File: src/rtl/snake_pkg.sv
// Shared types and helpers for the snake body engine: direction codes, FSM
// state encoding, default grid geometry, cell indexing and reversal detection.
package snake_pkg;

    localparam int DEF_GRID_COLS = 10;
    localparam int DEF_GRID_ROWS = 9;
    localparam int DEF_INIT_LEN  = 3;

    typedef enum logic [1:0] {
        DIR_UP    = 2'b00,
        DIR_DOWN  = 2'b01,
        DIR_LEFT  = 2'b10,
        DIR_RIGHT = 2'b11
    } dir_t;

    typedef enum logic [2:0] {
        S_WAIT   = 3'd0,
        S_RUN    = 3'd1,
        S_CALC   = 3'd2,
        S_COMMIT = 3'd3,
        S_DEAD   = 3'd4
    } state_t;

    function automatic logic [7:0] cell_index(input logic [3:0] x, input logic [3:0] y,
                                              input int cols = DEF_GRID_COLS);
        return 8'(int'(y) * cols + int'(x));
    endfunction

    // Opposite directions share the axis bit and differ in the sense bit.
    function automatic logic is_opposite(input dir_t d0, input dir_t d1);
        return (d0[1] == d1[1]) && (d0[0] != d1[0]);
    endfunction

endpackage

File: src/rtl/snake_occupancy_map.sv
// Grid occupancy bitmap: clear-all (reloading a seed pattern), set and clear
// in one cycle with set winning, plus a combinational and a registered read.
module snake_occupancy_map #(
    parameter int               CELLS     = 90,
    parameter logic [CELLS-1:0] SEED_MASK = '0
) (
    input  logic       i_Clk,
    input  logic       i_Rst,
    input  logic       i_clr_all,
    input  logic       i_set_en,
    input  logic [7:0] i_set_idx,
    input  logic       i_clr_en,
    input  logic [7:0] i_clr_idx,
    input  logic [7:0] i_rd_idx,
    output logic       o_rd_bit,
    input  logic       i_q_valid,
    input  logic [7:0] i_q_idx,
    output logic       o_q_bit
);

    localparam logic [CELLS-1:0] ONE = {{(CELLS-1){1'b0}}, 1'b1};

    logic [CELLS-1:0] r_map;
    logic [CELLS-1:0] w_map_nxt;
    logic [CELLS-1:0] w_set_mask;
    logic [CELLS-1:0] w_clr_mask;

    // Indices past the grid shift the one-hot out entirely, so they read and write nothing.
    always_comb begin
        w_set_mask = '0;
        w_clr_mask = '0;
        w_map_nxt  = r_map;
        if (i_set_en) begin
            w_set_mask = ONE << i_set_idx;
        end else begin
            w_set_mask = '0;
        end
        if (i_clr_en) begin
            w_clr_mask = ONE << i_clr_idx;
        end else begin
            w_clr_mask = '0;
        end
        if (i_clr_all) begin
            w_map_nxt = SEED_MASK;
        end else begin
            w_map_nxt = (r_map & ~w_clr_mask) | w_set_mask;
        end
    end

    assign o_rd_bit = |(r_map & (ONE << i_rd_idx));

    always_ff @(posedge i_Clk or posedge i_Rst) begin
        if (i_Rst) begin
            r_map   <= '0;
            o_q_bit <= 1'b0;
        end else begin
            r_map   <= w_map_nxt;
            o_q_bit <= i_q_valid & (|(r_map & (ONE << i_q_idx)));
        end
    end

endmodule

File: src/rtl/snake_body_engine.sv
// Snake body engine: segment ring buffer, tick-driven head advance with
// wall/self/food detection. Define WRAP_WALLS_EN to wrap at grid edges.
module snake_body_engine
    import snake_pkg::*;
#(
    parameter int GRID_COLS = DEF_GRID_COLS,
    parameter int GRID_ROWS = DEF_GRID_ROWS,
    parameter int MAX_LEN   = 90,
    parameter int INIT_LEN  = DEF_INIT_LEN
) (
    input  logic       i_Clk,
    input  logic       i_Rst,
    input  logic       i_Start,
    input  logic       i_Tick,
    input  logic [1:0] i_Dir,
    input  logic [3:0] i_Food_X,
    input  logic [3:0] i_Food_Y,
    input  logic [3:0] i_Query_X,
    input  logic [3:0] i_Query_Y,
    output logic       o_Occupied,
    output logic       o_Is_Head,
    output logic [3:0] o_Head_X,
    output logic [3:0] o_Head_Y,
    output logic [6:0] o_Length,
    output logic       o_Step_Done,
    output logic       o_Ate,
    output logic       o_Collision,
    output logic       o_Busy
);

    localparam int         CELLS   = GRID_COLS * GRID_ROWS;
    localparam logic [3:0] START_X = 4'd4;
    localparam logic [3:0] START_Y = 4'd4;

    function automatic logic [CELLS-1:0] seed_mask();
        logic [CELLS-1:0] m;
        m = '0;
        for (int k = 0; k < INIT_LEN; k++) begin
            m = m | ({{(CELLS-1){1'b0}}, 1'b1} << cell_index(4'(int'(START_X) - k), START_Y, GRID_COLS));
        end
        return m;
    endfunction

    localparam logic [CELLS-1:0] SEED = seed_mask();

    state_t     r_state, w_state_nxt;
    dir_t       r_dir;
    logic [3:0] r_seg_x [MAX_LEN];
    logic [3:0] r_seg_y [MAX_LEN];
    logic [6:0] r_head_ptr, r_length;
    logic [3:0] r_head_x, r_head_y, r_next_x, r_next_y;
    logic       r_wall, r_self, r_grow;
    logic       r_step_done, r_ate, r_collision, r_busy, r_is_head;

    logic [7:0] w_tail_sum;
    logic [6:0] w_tail_ptr, w_head_ptr_inc;
    logic [3:0] w_calc_x, w_calc_y;
    logic       w_calc_wall, w_calc_eat, w_calc_self, w_map_rd;
    logic       w_commit_ok, w_q_in;

    // Tail sits length-1 slots behind the head in the ring.
    assign w_tail_sum     = {1'b0, r_head_ptr} + 8'(MAX_LEN) - {1'b0, r_length} + 8'd1;
    assign w_tail_ptr     = (w_tail_sum >= 8'(MAX_LEN)) ? 7'(w_tail_sum - 8'(MAX_LEN)) : w_tail_sum[6:0];
    assign w_head_ptr_inc = (r_head_ptr == 7'(MAX_LEN - 1)) ? 7'd0 : r_head_ptr + 7'd1;

    always_comb begin
        w_calc_x    = r_head_x;
        w_calc_y    = r_head_y;
        w_calc_wall = 1'b0;
`ifdef WRAP_WALLS_EN
        case (r_dir)
            DIR_UP:    w_calc_y = (r_head_y == 4'd0) ? 4'(GRID_ROWS - 1) : r_head_y - 4'd1;
            DIR_DOWN:  w_calc_y = (r_head_y == 4'(GRID_ROWS - 1)) ? 4'd0 : r_head_y + 4'd1;
            DIR_LEFT:  w_calc_x = (r_head_x == 4'd0) ? 4'(GRID_COLS - 1) : r_head_x - 4'd1;
            DIR_RIGHT: w_calc_x = (r_head_x == 4'(GRID_COLS - 1)) ? 4'd0 : r_head_x + 4'd1;
            default:   w_calc_x = r_head_x;
        endcase
        w_calc_wall = 1'b0;
`else
        case (r_dir)
            DIR_UP:    w_calc_y = r_head_y - 4'd1;
            DIR_DOWN:  w_calc_y = r_head_y + 4'd1;
            DIR_LEFT:  w_calc_x = r_head_x - 4'd1;
            DIR_RIGHT: w_calc_x = r_head_x + 4'd1;
            default:   w_calc_x = r_head_x;
        endcase
        w_calc_wall = (w_calc_x >= 4'(GRID_COLS)) || (w_calc_y >= 4'(GRID_ROWS));
`endif
    end

    // Stepping onto the tail is legal unless the snake grows and the tail stays put.
    assign w_calc_eat  = (w_calc_x == i_Food_X) && (w_calc_y == i_Food_Y);
    assign w_calc_self = w_map_rd && !((w_calc_x == r_seg_x[w_tail_ptr]) &&
                                       (w_calc_y == r_seg_y[w_tail_ptr]) && !w_calc_eat);
    assign w_commit_ok = (r_state == S_COMMIT) && !r_wall && !r_self && !i_Start;
    assign w_q_in      = (i_Query_X < 4'(GRID_COLS)) && (i_Query_Y < 4'(GRID_ROWS));

    snake_occupancy_map #(
        .CELLS     (CELLS),
        .SEED_MASK (SEED)
    ) u_map (
        .i_Clk     (i_Clk),
        .i_Rst     (i_Rst),
        .i_clr_all (i_Start),
        .i_set_en  (w_commit_ok),
        .i_set_idx (cell_index(r_next_x, r_next_y, GRID_COLS)),
        .i_clr_en  (w_commit_ok && !r_grow),
        .i_clr_idx (cell_index(r_seg_x[w_tail_ptr], r_seg_y[w_tail_ptr], GRID_COLS)),
        .i_rd_idx  (cell_index(w_calc_x, w_calc_y, GRID_COLS)),
        .o_rd_bit  (w_map_rd),
        .i_q_valid (w_q_in),
        .i_q_idx   (cell_index(i_Query_X, i_Query_Y, GRID_COLS)),
        .o_q_bit   (o_Occupied)
    );

    always_ff @(posedge i_Clk or posedge i_Rst) begin
        if (i_Rst) begin
            r_state <= S_WAIT;
        end else begin
            r_state <= w_state_nxt;
        end
    end

    always_comb begin
        w_state_nxt = r_state;
        if (i_Start) begin
            w_state_nxt = S_RUN;
        end else begin
            case (r_state)
                S_RUN:    w_state_nxt = i_Tick ? S_CALC : S_RUN;
                S_CALC:   w_state_nxt = S_COMMIT;
                S_COMMIT: w_state_nxt = (r_wall || r_self) ? S_DEAD : S_RUN;
                S_WAIT:   w_state_nxt = S_WAIT;
                S_DEAD:   w_state_nxt = S_DEAD;
                default:  w_state_nxt = S_WAIT;
            endcase
        end
    end

    // Segment storage needs no reset: only slots inside the live window are ever read.
    always_ff @(posedge i_Clk) begin
        if (i_Start) begin
            for (int k = 0; k < INIT_LEN; k++) begin
                r_seg_x[7'(k)] <= 4'(int'(START_X) - (INIT_LEN - 1) + k);
                r_seg_y[7'(k)] <= START_Y;
            end
        end else if (w_commit_ok) begin
            r_seg_x[w_head_ptr_inc] <= r_next_x;
            r_seg_y[w_head_ptr_inc] <= r_next_y;
        end
    end

    always_ff @(posedge i_Clk or posedge i_Rst) begin
        if (i_Rst) begin
            r_dir       <= DIR_RIGHT;
            r_head_ptr  <= 7'd0;
            r_length    <= 7'd0;
            r_head_x    <= 4'd0;
            r_head_y    <= 4'd0;
            r_next_x    <= 4'd0;
            r_next_y    <= 4'd0;
            r_wall      <= 1'b0;
            r_self      <= 1'b0;
            r_grow      <= 1'b0;
            r_step_done <= 1'b0;
            r_ate       <= 1'b0;
            r_collision <= 1'b0;
        end else if (i_Start) begin
            r_dir       <= DIR_RIGHT;
            r_head_ptr  <= 7'(INIT_LEN - 1);
            r_length    <= 7'(INIT_LEN);
            r_head_x    <= START_X;
            r_head_y    <= START_Y;
            r_wall      <= 1'b0;
            r_self      <= 1'b0;
            r_grow      <= 1'b0;
            r_step_done <= 1'b0;
            r_ate       <= 1'b0;
            r_collision <= 1'b0;
        end else begin
            r_step_done <= 1'b0;
            r_ate       <= 1'b0;
            case (r_state)
                S_RUN: begin
                    if (i_Tick && !is_opposite(dir_t'(i_Dir), r_dir)) begin
                        r_dir <= dir_t'(i_Dir);
                    end
                end
                S_CALC: begin
                    r_next_x    <= w_calc_x;
                    r_next_y    <= w_calc_y;
                    r_wall      <= w_calc_wall;
                    r_self      <= w_calc_self;
                    r_grow      <= w_calc_eat && (r_length < 7'(MAX_LEN));
                    r_step_done <= 1'b1;
                    r_ate       <= w_calc_eat && (r_length < 7'(MAX_LEN)) && !w_calc_wall && !w_calc_self;
                    r_collision <= w_calc_wall || w_calc_self;
                end
                S_COMMIT: begin
                    if (!r_wall && !r_self) begin
                        r_head_ptr <= w_head_ptr_inc;
                        r_head_x   <= r_next_x;
                        r_head_y   <= r_next_y;
                        if (r_grow) begin
                            r_length <= r_length + 7'd1;
                        end
                    end
                end
                default: begin
                    r_dir <= r_dir;
                end
            endcase
        end
    end

    always_ff @(posedge i_Clk or posedge i_Rst) begin
        if (i_Rst) begin
            r_busy    <= 1'b0;
            r_is_head <= 1'b0;
        end else begin
            r_busy    <= (w_state_nxt == S_CALC) || (w_state_nxt == S_COMMIT);
            r_is_head <= w_q_in && (i_Query_X == r_head_x) && (i_Query_Y == r_head_y) &&
                         (r_length != 7'd0);
        end
    end

    assign o_Is_Head   = r_is_head;
    assign o_Head_X    = r_head_x;
    assign o_Head_Y    = r_head_y;
    assign o_Length    = r_length;
    assign o_Step_Done = r_step_done;
    assign o_Ate       = r_ate;
    assign o_Collision = r_collision;
    assign o_Busy      = r_busy;

endmodule

File: config.mk
export PLATFORM = sky130hd
export DESIGN_NAME = snake_body_engine
export DESIGN_NICKNAME = d
export VERILOG_FILES = /design/src/rtl/snake_pkg.sv /design/src/rtl/snake_occupancy_map.sv /design/src/rtl/snake_body_engine.sv
export SDC_FILE = /design/constraint.sdc
export NUM_CORES = 2
export LEC_CHECK = 0
export CAP_MARGIN = 10
export CORE_MARGIN = 2
export CORE_UTILIZATION = 32
export CTS_CLUSTER_DIAMETER = 40
export CTS_CLUSTER_SIZE = 8
export DETAILED_ROUTE_END_ITERATION = 10
export DONT_BUFFER_PORTS = 1
export PLACE_DENSITY = 0.5
export REMOVE_ABC_BUFFERS = 1
export SYNTH_ARGS = -nofsm -noshare
export SYNTH_HDL_FRONTEND = slang
export SYNTH_HIERARCHICAL = 1
export SYNTH_SLANG_ARGS = --single-unit
File: constraint.sdc
create_clock -name i_Clk -period 22 [get_ports i_Clk]
set_clock_uncertainty 0.2 [all_clocks]
set_input_delay 5.5 -clock i_Clk [delete_from_list [all_inputs] [get_ports i_Clk]]
set_output_delay 5.5 -clock i_Clk [all_outputs]
set_load 0.005 [all_outputs]
Word level (Yosys, flattened, before mapping)
Memories as Yosys holds them, arrays and structs flattened.
Index checks and enable logic that the tools add are counted.
W data, S select, Z words.
{"block": "totals", "in_bits": 22, "ram_bits": 720, "elab_cells": 170, "memories": 2, "latch_bits": 0, "reg_bits": 134, "out_inout_bits": 21, "rom_bits": 0}
{"name": "r_seg_x", "words": 90, "width": 4, "rd": 1, "rd_ports_with_merged_regs": 0, "wr": 3, "line_no": "snake_body_engine.sv:48", "rtl": "logic [3:0] r_seg_x [MAX_LEN];"}
{"name": "r_seg_y", "words": 90, "width": 4, "rd": 1, "rd_ports_with_merged_regs": 0, "wr": 3, "line_no": "snake_body_engine.sv:49", "rtl": "logic [3:0] r_seg_y [MAX_LEN];"}
{"block": "op_classes", "shifts": 4, "n_mul": 4, "bitwise_logic": 7, "muxes": 50, "eq_ne": 18, "add_sub_neg": 14, "div_mod_pow": 0, "reduce_logical": 47, "order_cmp": 6}
{"cell": "$shl A1 B8 Y90 const A", "count": 4}
{"cell": "$and A90 B90 Y90", "count": 3}
{"cell": "$mux W90", "count": 3}
{"cell": "$reduce_or A90 Y1", "count": 2}
{"cell": "$not A90 Y90", "count": 1}
{"cell": "$or A90 B90 Y90", "count": 1}
{"cell": "$mux W7", "count": 11}
{"cell": "$add A8 B4 Y8", "count": 4}
{"cell": "$mux W4", "count": 8}
{"cell": "$mul A4 B3 Y7 const B", "count": 4}
{"cell": "$eq A4 B4 Y1", "count": 6}
{"cell": "$mux W1", "count": 19}
{"cell": "$logic_and A1 B1 Y1", "count": 18}
{"cell": "$pmux W4 S2", "count": 2}
{"cell": "$add A7 B1 Y7 const B", "count": 2}
{"cell": "$eq A3 B2 Y1 const B", "count": 4}
{"cell": "$pmux W3 S4", "count": 1}
{"cell": "$reduce_bool A2 Y1", "count": 6}
{"cell": "$logic_not A1 Y1", "count": 9}
{"cell": "$add A4 B1 Y4 const B", "count": 2}
{"cell": "$add A7 B7 Y8 const B", "count": 1}
{"cell": "$add A8 B1 Y8 const B", "count": 1}
{"cell": "$ge A4 B4 Y1 const B", "count": 2}
{"cell": "$ge A8 B7 Y1 const B", "count": 1}
{"cell": "other kinds (22)", "count": 35}

Depth between registers and ports, before layout
An unclocked memory read counts as a cell.
{"block": "depth", "ltp_word": 15, "ltp_mapped": 32, "mapped_depth_nobuf": 29}

Hierarchy
Netlist, hierarchy kept.
{"module": "snake_body_engine", "seq_area_each_um2": 23179.7, "area_per_inst_um2": 37370.8, "instances": 1, "cells_each": 2583}
{"module": "snake_occupancy_map", "seq_area_each_um2": 2277.2, "area_per_inst_um2": 6125.9, "instances": 1, "cells_each": 745}

Least setup slack after synthesis
No wires, ideal clock.
{"block": "synth_timing", "kind": "input-to-reg", "from": "input port i_Query_Y[1]", "to": "register u_map.o_q_bit", "setup_ps": 131, "stages": 10, "arrival_ps": 7735, "path_buffers": 1, "slack_ps": 13934, "cell_sequence": "ha_1 -> ha_1 -> fa_1 -> xnor2_1 -> clkbuf_1 -> nor3_1 -> a211oi_1 -> o2111ai_1 -> o311ai_1 -> a31oi_1"}
{"block": "synth_between", "elab_chain_len": 6, "elab_cells_between_ends": 8, "classes_between": "add/sub: 1; mul: 1; order compare: 1; shift: 1; bitwise: 2; reduce/logical: 2"}
{"item": "start: declaration", "line_no": "snake_body_engine.sv:19", "rtl": "input logic [3:0] i_Query_Y,"}
{"item": "$mul A4 B3 Y7", "line_no": "snake_pkg.sv:26", "rtl": "return 8'(int'(y) * cols + int'(x));"}
{"item": "$add A8 B4 Y8", "line_no": "snake_pkg.sv:26"}
{"item": "$shl A1 B8 Y90", "line_no": "snake_occupancy_map.sv:58", "rtl": "o_q_bit <= i_q_valid & (|(r_map & (ONE << i_q_idx)));"}
{"item": "$and A90 B90 Y90", "line_no": "snake_occupancy_map.sv:58"}
{"item": "$reduce_or A90 Y1", "line_no": "snake_occupancy_map.sv:58"}
{"item": "$and A1 B1 Y1 (*)", "line_no": "snake_occupancy_map.sv:58"}
{"item": "end signal: assignment", "line_no": "snake_occupancy_map.sv:58"}
{"item": "end: declaration", "line_no": "snake_occupancy_map.sv:18", "rtl": "output logic o_q_bit"}
Mark *: on every way between the ends. The rest lies on a longest branch, timed or not.
A chain may end at the register's enable or synchronous reset.

Worst setup path after layout
{"block": "layout_timing", "from": "register r_length[1] (netlist: o_Length[1])", "to": "register u_map.r_map[79]"}
{"block": "layout_between", "elab_chain_len": 13, "elab_cells_between_ends": 15, "classes_between": "add/sub: 4; mul: 1; order compare: 1; shift: 1; mux: 3; bitwise: 3; memory: 2"}
{"item": "start: declaration", "line_no": "snake_body_engine.sv:50", "rtl": "logic [6:0] r_head_ptr, r_length;"}
{"item": "start signal: assignment", "line_no": "snake_body_engine.sv:171", "rtl": "r_length <= 7'(INIT_LEN);"}
{"item": "start signal: assignment", "line_no": "snake_body_engine.sv:205", "rtl": "r_length <= r_length + 7'd1;"}
{"item": "$sub A8 B7 Y8 (*)", "line_no": "snake_body_engine.sv:62", "rtl": "assign w_tail_sum = {1'b0, r_head_ptr} + 8'(MAX_LEN) - {1'b0, r_length} + 8'd1;"}
{"item": "$add A8 B1 Y8 (*)", "line_no": "snake_body_engine.sv:62"}
{"item": "$sub A7 B7 Y7 or $ge A8 B7 Y1 (tied branches)", "line_no": "snake_body_engine.sv:63", "rtl": "assign w_tail_ptr = (w_tail_sum >= 8'(MAX_LEN)) ? 7'(w_tail_sum - 8'(MAX_LEN)) : w_tail_sum[6:0];"}
{"item": "$mux W7 (*)", "line_no": "snake_body_engine.sv:63"}
{"item": "$mem_v2 Z90 W4"}
{"item": "$mul A4 B3 Y7", "line_no": "snake_pkg.sv:26"}
{"item": "$add A8 B4 Y8 (*)", "line_no": "snake_pkg.sv:26"}
{"item": "$shl A1 B8 Y90 (*)", "line_no": "snake_occupancy_map.sv:39", "rtl": "w_clr_mask = ONE << i_clr_idx;"}
{"item": "$mux W90 (*)", "line_no": "snake_occupancy_map.sv:38", "rtl": "if (i_clr_en) begin"}
{"item": "$not A90 Y90 (*)", "line_no": "snake_occupancy_map.sv:46", "rtl": "w_map_nxt = (r_map & ~w_clr_mask) | w_set_mask;"}
{"item": "$and A90 B90 Y90 (*)", "line_no": "snake_occupancy_map.sv:46"}
{"item": "$or A90 B90 Y90 (*)", "line_no": "snake_occupancy_map.sv:46"}
{"item": "$mux W90 (*)", "line_no": "snake_occupancy_map.sv:43", "rtl": "if (i_clr_all) begin"}
{"item": "via u_map.w_map_nxt[79]", "line_no": "snake_occupancy_map.sv:24", "rtl": "logic [CELLS-1:0] w_map_nxt;"}
{"item": "end signal: assignment", "line_no": "snake_occupancy_map.sv:57", "rtl": "r_map <= w_map_nxt;"}
{"item": "end: declaration", "line_no": "snake_occupancy_map.sv:23", "rtl": "logic [CELLS-1:0] r_map;"}
Mark *: on every way through the listed nets, which the timed path passes. The rest lies on a longest branch.

==> results.sh <==
export IMPL_synth_seq_area_share_pct=58.5
export IMPL_routedWlPerCell_um=28.6
export IMPL_tritoncts_num_buffers=159
export IMPL_worst_skew_pair_late_latency_ps=800
export IMPL_yosysUniqueCellTypes=109
export IMPL_die_w_um=373
export IMPL_max_vdd_ir_drop_v=0.0000706
export IMPL_die_area_um2=139000
export IMPL_overall_via_count_from_detail_route=30518
export IMPL_timing_hold_worst_start="u_map/r_map[44]"
export IMPL_grt_setup_unrepaired="no"
export IMPL_drive_above_1_share_pct=16.7
export IMPL_routed_via_density=5.82
export IMPL_crit_reg2reg_capture="u_map/r_map[79]"
export IMPL_maxCapViolations=0
export IMPL_initial_utilization_pct=32.2
export IMPL_place_area_um2=45500
export IMPL_reg2regPathDepth=31
export IMPL_crit_reg2reg_launch="o_Length[1]"
export IMPL_final_max_slew_viol_count=0
export IMPL_coreArea_um2=135000
export IMPL_numPortBuffers=0
export IMPL_crit_path_largest_cell_delay_ps=910
export IMPL_combinational_family_with_the_most_area_after_synthesis="multiplexers"
export IMPL_cts_repair_resized=0
export IMPL_syn_mean_instance_area_um2=13.1
export IMPL_grt_max_degree=127
export IMPL_first_global_vias=29523
export IMPL_cp_start_kind="flop"
export IMPL_synth_async_sr_flop_share_pct=15.4
export IMPL_synth_xor_area_share_pct=1.37
export IMPL_synth_simple_area_share_pct=10.1
export IMPL_leakage_uw=0.0168
export IMPL_synth_edf_count=736
export IMPL_min_delay_path_class="flop to flop"
export IMPL_die_h_um=373
export IMPL_globalRouteOverflowTotal=0
export IMPL_count_of_antenna_violating_nets_left_after_detailed_routing=0
export IMPL_synthToLayoutAreaGrowth_pct=16.8
export IMPL_yosys_mux_area_fraction_pct=13.9
export IMPL_worst_path_max_delay_cell="fa_4"
export IMPL_worst_hold_path_stage_count=2
export IMPL_type_of_the_worst_setup_path="flop to flop"
export IMPL_synth_compound_gate_area_share_pct=11.2
export IMPL_finalCritPeriodShare_pct=44.5
export IMPL_grt_pass1_wl_um=215000
export IMPL_dp_hpwl_um=95300
export IMPL_setup_reg_to_reg_worst_slack_ps=12210
export IMPL_post_cts_repair_setup_buffers=0
export IMPL_gp_routability_congestion=0.969
export IMPL_antenna_found_initial=3
export IMPL_worst_slew_margin_rel_pct=8.09
export IMPL_setup_viol=0
export IMPL_drt_total_wl_um=150000
export IMPL_outcome="finished, final reports clean"
export IMPL_hold_violations=0
export IMPL_maximum_fanout_encountered_on_the_critical_timing_path=34
export IMPL_nNetsFinal=3438
export IMPL_maxClockFrequency_mhz=102
export IMPL_design_area_um2=50800
export IMPL_timing_critical_path_to_type="flop"
export IMPL_final_core_util_pct=37.6
export IMPL_drc=0
export IMPL_setup_tns_ps=0
export IMPL_numClockSinks=870
export IMPL_synth_adder_area_share_pct=1.94
export IMPL_synthesized_instance_count=3328
export IMPL_worst_endpoint_arrival_ps=10250
export IMPL_synth_cell_area_um2=43500
export IMPL_drt_pass1_iterations=6
export IMPL_cts_hold_buffers=0
export IMPL_cts_path_max_buffers=3
export IMPL_floorplan_rows=135
export IMPL_power_uw=5740
export IMPL_clock_root_buffer="clkbuf_16"
export IMPL_cts_max_level=4
export IMPL_synth_yosys_warnings=6
export IMPL_worstHoldEndpoint="u_map/r_map[44]"
export IMPL_tightest_slew_ps=1370
export IMPL_final_min_clock_period_ps=9790
export IMPL_fillers=12890
export IMPL_ys_flop_type="edfxtp_1"
export IMPL_tritoncts_clock_tree="yes"
export IMPL_power_density_nw_per_um2=113
export IMPL_synth_seq_cells=870
export IMPL_worst_setup_hold_path_clk_slew_ps=50
export IMPL_io_pins=43
export IMPL_critPathRequiredTime_ps=22470
export IMPL_grt_total_usage_pct=21.2
export IMPL_first_iter_violations=3780
[sequential cells by signal, indices dropped and copies added (netlist names)]
| name | count |
|---|---|
| o_Ate | 1 |
| o_Busy | 1 |
| o_Collision | 1 |
| o_Head_X | 4 |
| o_Head_Y | 4 |
| o_Is_Head | 1 |
| o_Length | 7 |
| o_Step_Done | 1 |
| r_dir | 2 |
| r_grow | 1 |
| r_head_ptr | 7 |
| r_next_x | 4 |
| r_next_y | 4 |
| r_seg_x | 368 |
| r_seg_y | 368 |
| r_self | 1 |
| r_state | 3 |
| r_wall | 1 |
| u_map/o_q_bit | 1 |
| u_map/r_map | 90 |
[power by group]
| group | internal, µW | switching [µW] |
|---|---|---|
| clock | 1600 | 851 |
| sequential | 1980 | 76.8 |
| combinational | 339 | 893 |
| total | 3910 | 1820 |
[Yosys cell counts, drive strengths merged (14+ instances only)]
master    n  area, µm²
a211oi   50        393
a21o     18        135
a21oi   189        965
a22oi    21        158
a31oi    29        181
a32oi    14        123
and2     33        206
and3     17        106
buf     113        659
clkbuf  106        398
dfrtp   132       3300
edfxtp  736      22100
ha       50        626
inv      63        236
mux2     34        383
mux2i   206       2060
mux4    159       3580
nand2   295       1110
nand2b   19        126
nand3    69        345
nand3b   28        214
nand4    21        131
nor2    235        907
nor2b    37        231
nor3     57        305
nor4     17        113
o211ai   24        185
o21ai   188        963
o221ai   32        280
o22ai    52        325
or3      18        113
xnor2    46        403
xor2     21        191
[stage by stage]
step,worst slack (ps),instances,hold WS [ps]
finish,12210,5246,337
global route,11660,5244,372
global placement,12340,4973,324
CTS,12270,5240,341
floorplan,5330,3109,279
detailed placement,12270,4974,326
[cells by family (layout without fill, tap and decap cells)]
family / Yosys count / in the layout
simple gates: 903 / 903
other cells: 0 / 5
compound gates: 745 / 745
flops: 870 / 870
mux: 399 / 399
buf+inv: 283 / 415
xor+xnor: 67 / 67
fa+ha+maj: 61 / 61
[area by class of cell]
cell class                 instances  area (µm²)  share of cell area [%]
clock buffer                     194        4170                    8.21
multi-input combinational       2175       16900                    33.2
timing repair buffer              85         679                    1.34
inverter                          64         241                   0.475
clock inverter                    72        1120                    2.20
antenna                            5        12.5                  0.0246
tap                             1781        2230                    4.39
sequential                       870       25500                    50.2
[layout by cell type (no fill, tap or decap), types with 48 or more instances in the layout]
cell type and count:
mux2i_1 206, inv_1 60, clkbuf_16 161, nand2_1 292, a21oi_1 184, edfxtp_1 736, buf_4 80, o22ai_1 52
nor3_1 52, dfrtp_1 124, nand3_1 69, nor2_1 228, o21ai_0 179, mux4_2 159, a211oi_1 48
[worst max-delay path, delay by kind of cell, from the launching register on]
kind                     cells  cell delay (ps)
buffers and inverters        6             1480
adder cells (fa/ha/maj)      6             2430
flip-flops                   1              430
multiplexers                 2              950
AO/OA/AOI/OAI                6             1430
AND/OR/NAND/NOR              9             2330
XOR/XNOR                     2              380
[worst max-delay path by stage]
stage | from | to | slack, ps
6_report | o_Length[1] | u_map/r_map[79] | 12210
3_5_place_dp | o_Length[1] | u_map/r_map[79] | 12270
4_1_cts | o_Length[1] | u_map/r_map[79] | 12270
3_3_place_gp | o_Length[1] | u_map/r_map[75] | 12340
5_1_grt | o_Length[1] | u_map/r_map[78] | 11660
2_1_floorplan | r_head_ptr[0] | u_map/r_map[79] | 5330
[layer usage]
metal | up-vias | GRT usage (%) | routed length, µm
met5 | - | 0 | 0
met4 | 0 | 8.73 | 5640
met3 | 292 | 5.02 | 14700
met2 | 1592 | 31.9 | 66800
met1 | 15586 | 29.4 | 63100
li1 | 13048 | - | -
(Power assumes the default switching activity.)
